### config.mk
export PLATFORM = sky130hd
export DESIGN_NAME = channel_scanner_flat
export DESIGN_NICKNAME = d
export VERILOG_FILES = /design/src/rtl/channel_scanner_if.sv /design/src/rtl/channel_scanner.sv /design/src/flat_wrapper.sv
export SDC_FILE = /design/constraint.sdc
export NUM_CORES = 1
export LEC_CHECK = 0
export ABC_CLOCK_PERIOD_IN_PS = 6660
export BUFFER_PORTS_ARGS = -buffer_cell sky130_fd_sc_hd__buf_2
export CAP_MARGIN = 20
export CORE_MARGIN = 5
export CORE_UTILIZATION = 47
export DETAILED_ROUTE_END_ITERATION = 10
export PLACE_DENSITY = 0.66
export SYNTH_ARGS = -nofsm -noshare
export SYNTH_HDL_FRONTEND = slang
export SYNTH_SLANG_ARGS = --single-unit
### constraint.sdc
create_clock -name clk -period 6.66 [get_ports clk]
set_input_delay 1.998 -clock clk [delete_from_list [all_inputs] [get_ports clk]]
set_output_delay 1.998 -clock clk [all_outputs]
set_load 0.03 [all_outputs]
### src/rtl/channel_scanner_if.sv
// Handshake bundle between a scan controller and the channel scanner:
// pass request and enable mask in, mux select and pass status out.
interface channel_scanner_if;
  logic       start;
  logic [6:0] chan_en;
  logic [2:0] sel;
  logic       sel_valid;
  logic       sample;
  logic       busy;
  logic       done;

  modport master (
    output start, chan_en,
    input  sel, sel_valid, sample, busy, done
  );

  modport slave (
    input  start, chan_en,
    output sel, sel_valid, sample, busy, done
  );
endinterface

### src/rtl/channel_scanner.sv
// Steps a 7:1 mux select through the enabled channels in ascending order,
// holding each for DWELL cycles and strobing sample on the last held cycle.
module channel_scanner #(
  parameter int DWELL = 4
) (
  input logic         clk,
  input logic         rst_n,
  channel_scanner_if.slave bus
);

  typedef enum logic [1:0] {IDLE, SCAN, DONE} state_t;

  localparam logic [7:0] LAST_CNT     = 8'(DWELL - 1);
  localparam logic       FIRST_SAMPLE = (DWELL == 1);

  state_t     state_q;
  logic [6:0] mask_q;
  logic [7:0] cnt_q;
  logic [2:0] sel_q;
  logic       sel_valid_q;
  logic       sample_q;
  logic       busy_q;
  logic       done_q;

  logic [3:0] first_hit;
  logic [3:0] next_hit;

  // {found, index} of the lowest enabled channel at or above 'from'
  function automatic logic [3:0] find_from(input logic [6:0] m, input logic [2:0] from);
    logic [3:0] hit;
    hit = '0;
    for (int k = 6; k >= 0; k--) begin
      if (m[k] && (3'(k) >= from)) hit = {1'b1, 3'(k)};
    end
    return hit;
  endfunction

  // sel_q + 1 wraps to 7 after channel 6, which never matches, so the pass ends
  assign first_hit = find_from(bus.chan_en, 3'd0);
  assign next_hit  = find_from(mask_q, sel_q + 3'd1);

  always_ff @(posedge clk or negedge rst_n) begin
    if (!rst_n) begin
      state_q     <= IDLE;
      mask_q      <= '0;
      cnt_q       <= '0;
      sel_q       <= '0;
      sel_valid_q <= 1'b0;
      sample_q    <= 1'b0;
      busy_q      <= 1'b0;
      done_q      <= 1'b0;
    end else begin
      case (state_q)
        IDLE: begin
          if (bus.start) begin
            mask_q <= bus.chan_en;
            cnt_q  <= '0;
            busy_q <= 1'b1;
            if (first_hit[3]) begin
              state_q     <= SCAN;
              sel_q       <= first_hit[2:0];
              sel_valid_q <= 1'b1;
              sample_q    <= FIRST_SAMPLE;
            end else begin
              state_q <= DONE;
              done_q  <= 1'b1;
            end
          end
        end
        SCAN: begin
          if (cnt_q == LAST_CNT) begin
            cnt_q <= '0;
            if (next_hit[3]) begin
              sel_q    <= next_hit[2:0];
              sample_q <= FIRST_SAMPLE;
            end else begin
              state_q     <= DONE;
              sel_q       <= '0;
              sel_valid_q <= 1'b0;
              sample_q    <= 1'b0;
              done_q      <= 1'b1;
            end
          end else begin
            // sample is registered, so it is raised on the edge entering the last dwell cycle
            cnt_q    <= cnt_q + 8'd1;
            sample_q <= ((cnt_q + 8'd1) == LAST_CNT);
          end
        end
        DONE: begin
          state_q <= IDLE;
          busy_q  <= 1'b0;
          done_q  <= 1'b0;
        end
        default: begin
          state_q     <= IDLE;
          cnt_q       <= '0;
          sel_q       <= '0;
          sel_valid_q <= 1'b0;
          sample_q    <= 1'b0;
          busy_q      <= 1'b0;
          done_q      <= 1'b0;
        end
      endcase
    end
  end

  assign bus.sel       = sel_q;
  assign bus.sel_valid = sel_valid_q;
  assign bus.sample    = sample_q;
  assign bus.busy      = busy_q;
  assign bus.done      = done_q;

endmodule
### src/flat_wrapper.sv
// flat-port wrapper written by rule: the top's interface ports become plain ports
module channel_scanner_flat 
#(
  parameter int DWELL = 4
)
  (clk, rst_n, bus_start, bus_chan_en, bus_sel, bus_sel_valid, bus_sample, bus_busy, bus_done);
  channel_scanner_if bus_i ();
  input logic clk;
  input logic rst_n;
  input wire logic [$bits(bus_i.start)-1:0] bus_start;
  input wire logic [$bits(bus_i.chan_en)-1:0] bus_chan_en;
  output wire logic [$bits(bus_i.sel)-1:0] bus_sel;
  output wire logic [$bits(bus_i.sel_valid)-1:0] bus_sel_valid;
  output wire logic [$bits(bus_i.sample)-1:0] bus_sample;
  output wire logic [$bits(bus_i.busy)-1:0] bus_busy;
  output wire logic [$bits(bus_i.done)-1:0] bus_done;
  assign bus_i.start = bus_start;
  assign bus_i.chan_en = bus_chan_en;
  assign bus_sel = bus_i.sel;
  assign bus_sel_valid = bus_i.sel_valid;
  assign bus_sample = bus_i.sample;
  assign bus_busy = bus_i.busy;
  assign bus_done = bus_i.done;
  channel_scanner #(.DWELL(DWELL)) u_core (.clk(clk), .rst_n(rst_n), .bus(bus_i));
endmodule
==> flow_metrics.env <==
export IMPL_status="finished, final reports clean"
export IMPL_cts_made_buffers=3
export IMPL_critPathLaunchType="input port"
export IMPL_hold_viol=0
export IMPL_setup_tns_ns=0
export IMPL_io_pins=17
export IMPL_fin_skew_ns=0.01751
export IMPL_crit_path_end_kind="flop"
export IMPL_synth_area_leaders="dfrtp_1, o21ai_0, mux2_2"
export IMPL_avgSynthCellArea_um2=9.590
export IMPL_grt_pass1_wl_um=5727
export IMPL_drive_gt1_share_pct=20.59
export IMPL_grt_pass1_vias=1216
export IMPL_holdWs_ns=0.5074
export IMPL_port_buffers=16
export IMPL_yosysSeqAreaShare_pct=40.40
export IMPL_nets=187
export IMPL_required_ns=6.86
export IMPL_die_height_um=66.24
export IMPL_finalCriticalPeriod_ns=3.523
export IMPL_initial_utilization_pct=48.69
export IMPL_fin_crit_sh_pct=52.90
export IMPL_p_per_area_nw_per_um2=458.2
export IMPL_irDropWorstVdd_uv=172.9
export IMPL_h_tree_depth=1
export IMPL_die_w_um=66.24
export IMPL_worstHoldStart="u_core.bus.busy$_DFFE_PN0P_"
export IMPL_synthFlopType="dfrtp_1"
export IMPL_yosysTopAreaCellShare_pct=40.40
export IMPL_gp_congestion=0.8449
export IMPL_synth_cell_types=46
export IMPL_dp_slack_ns=2.800
export IMPL_synth_edf_count=0
export IMPL_ctsResizeCount=0
export IMPL_clk_pin_slew_ns=0.15
export IMPL_fin_area_um2=1657
export IMPL_critical_path_arrival_ns=3.72
export IMPL_crit_type="in -> reg"
export IMPL_wl_per_cell_um=15.25
export IMPL_syn_to_final_growth_pct=11.45
export IMPL_rsz0062_at_grt="false"
export IMPL_cts_sinks=24
export IMPL_worstReg2RegStart="u_core.cnt_q[0]$_DFFE_PN0P_"
export IMPL_crit_path_start="bus_chan_en[3]"
export IMPL_yosysWarnings=0
export IMPL_ant_nets=0
export IMPL_worstSkewPairLatency_ns=0.32
export IMPL_post_cts_buffers=0
export IMPL_grt_ovfl_total=0
export IMPL_holdBufCountCts=0
export IMPL_fin_total_pwr_w=0.0007591
export IMPL_critPathMaxStageDelay_ns=0.56
export IMPL_yosys_area_top_type="dfrtp_1"
export IMPL_viasPerCell=5.650
export IMPL_grt_max_degree=25
export IMPL_power_leakage_nw=0.7174
export IMPL_drv_slew=0
export IMPL_antenna_found_initial=0
export IMPL_layout_common_cells="dfrtp_1, o21ai_0, buf_2"
export IMPL_drtIter0Drc=55
export IMPL_final_common_cell="dfrtp_1"
export IMPL_crit_chain="buf_2, or4_1, or4_4, o211a_2, mux2i_1, o21ai_1"
export IMPL_relSlewSlack_pct=51.84
export IMPL_core_um2=3053
export IMPL_place_hpwl_um=2475
export IMPL_drc=0
export IMPL_slowest_stage="or4_1"
export IMPL_dpl_instance_area_um2=1597
export IMPL_cts_tree="built"
export IMPL_finalSetupViolCount=0
export IMPL_synth_area_um2=1486
export IMPL_tightest_slew_ns=0.7193
export IMPL_setup_ws_ns=3.137
export IMPL_hp_class="reg -> reg"
export IMPL_dieArea_um2=4387
export IMPL_clockBufferDepth=2
export IMPL_first_pass_iters=4
export IMPL_drv_cap=0
export IMPL_timing_fmax_mhz=283.9
export IMPL_vias=1209
export IMPL_synth_net_count=171
export IMPL_global_route_usage_total_pct=16.91
export IMPL_wl_um=3263
export IMPL_cp_max_fo=5
export IMPL_synth_cells=155
export IMPL_root_buffer="clkbuf_4"
export IMPL_ys_async_sr_fraction_pct=100.0
export IMPL_rows=20
export IMPL_ys_ff_latch=24
export IMPL_num_antenna_cells=0
## logic make-up after synthesis
kind of cell             after synthesis  share of synthesized area [%]
flip-flops                            24                          40.40
AO/OA/AOI/OAI                         53                          23.49
XOR/XNOR                               4                          2.357
adder cells (fa/ha/maj)                6                          5.050
AND/OR/NAND/NOR                       43                          17.42
multiplexers                          10                          7.324
buffers and inverters                 15                          3.956
## sequential cells by signal (all words and copies together), names as in the netlist
register              count
u_core.bus.sel_valid      1
u_core.bus.sample         1
u_core.bus.done           1
u_core.state_q            2
u_core.mask_q             7
u_core.cnt_q              8
u_core.bus.sel            3
u_core.bus.busy           1
## final cells by class
cell class              count  area, um2
fillers                   286       1396
multi-input cells         116      827.0
flip-flops and latches     24      600.6
repair buffers             17      87.58
well taps                  44      55.05
inverters                   9      33.78
clock inverters             1      30.03
clock buffers               3      22.52
## power by group
part / total, W / switching, W / internal (W)
Clock: 0.000107 / 0.0000463 / 0.0000609
Sequential: 0.000269 / 0.0000672 / 0.000202
Combinational: 0.000383 / 0.000214 / 0.000168
## critical path: cells and delay by family
kind                   cells  cell delay, ns
AO/OA/AOI/OAI              2            0.40
buffers and inverters      1            0.12
multiplexers               1            0.16
AND/OR/NAND/NOR            2            1.04
## through the flow
stage          cells  util, %
2_1_floorplan    155        -
3_3_place_gp     209    52.30
3_5_place_dp     209    52.30
4_1_cts          213    54.02
5_1_grt          214    54.26
6_report         214    54.26
## worst paths after layout
kind / endpoint / slack [ns] / depth (start not counted)
worst max-delay path: u_core.bus.sel[0]$_DFFE_PN0P_ / 3.14 / 6
worst min-delay path: u_core.bus.busy$_DFFE_PN0P_ / 0.51 / 1
worst max register to register: u_core.state_q[0]$_DFFE_PN0P_ / 4.07 / 7
worst min register to register: u_core.bus.busy$_DFFE_PN0P_ / 0.51 / 1
max in group asynchronous: u_core.bus.sel[2]$_DFFE_PN0P_ / 4.64 / 1
min in group asynchronous: u_core.mask_q[3]$_DFFE_PN0P_ / 1.64 / 1
## per-layer routing
metal | GRT usage [%] | vias to the layer above | part of all wire, %
li1 | - | 607 | -
met1 | 20.46 | 580 | 43
met2 | 29.99 | 18 | 52
met3 | 2.381 | 4 | 3.9
met4 | 6.345 | 0 | 1.5
met5 | 0 | - | 0
## synth_stat cells (2+ instances only)
| cell type | number |
|---|---|
| mux2i_1 | 3 |
| a21oi_1 | 7 |
| and3_1 | 5 |
| nor2_1 | 4 |
| o31a_1 | 2 |
| nor2b_1 | 5 |
| nand3b_1 | 2 |
| nand3_1 | 3 |
| o21ai_1 | 2 |
| nand2b_1 | 2 |
| ha_1 | 6 |
| o21ai_0 | 18 |
| mux2_2 | 7 |
| xnor2_1 | 3 |
| o21a_1 | 3 |
| a31oi_1 | 4 |
| nand4_1 | 3 |
| clkbuf_1 | 4 |
| a2bb2oi_1 | 2 |
| o31ai_1 | 3 |
| nand2_1 | 8 |
| buf_2 | 2 |
| inv_1 | 9 |
| a21o_1 | 3 |
| dfrtp_1 | 24 |
Power figures use the tool's default switching activity.
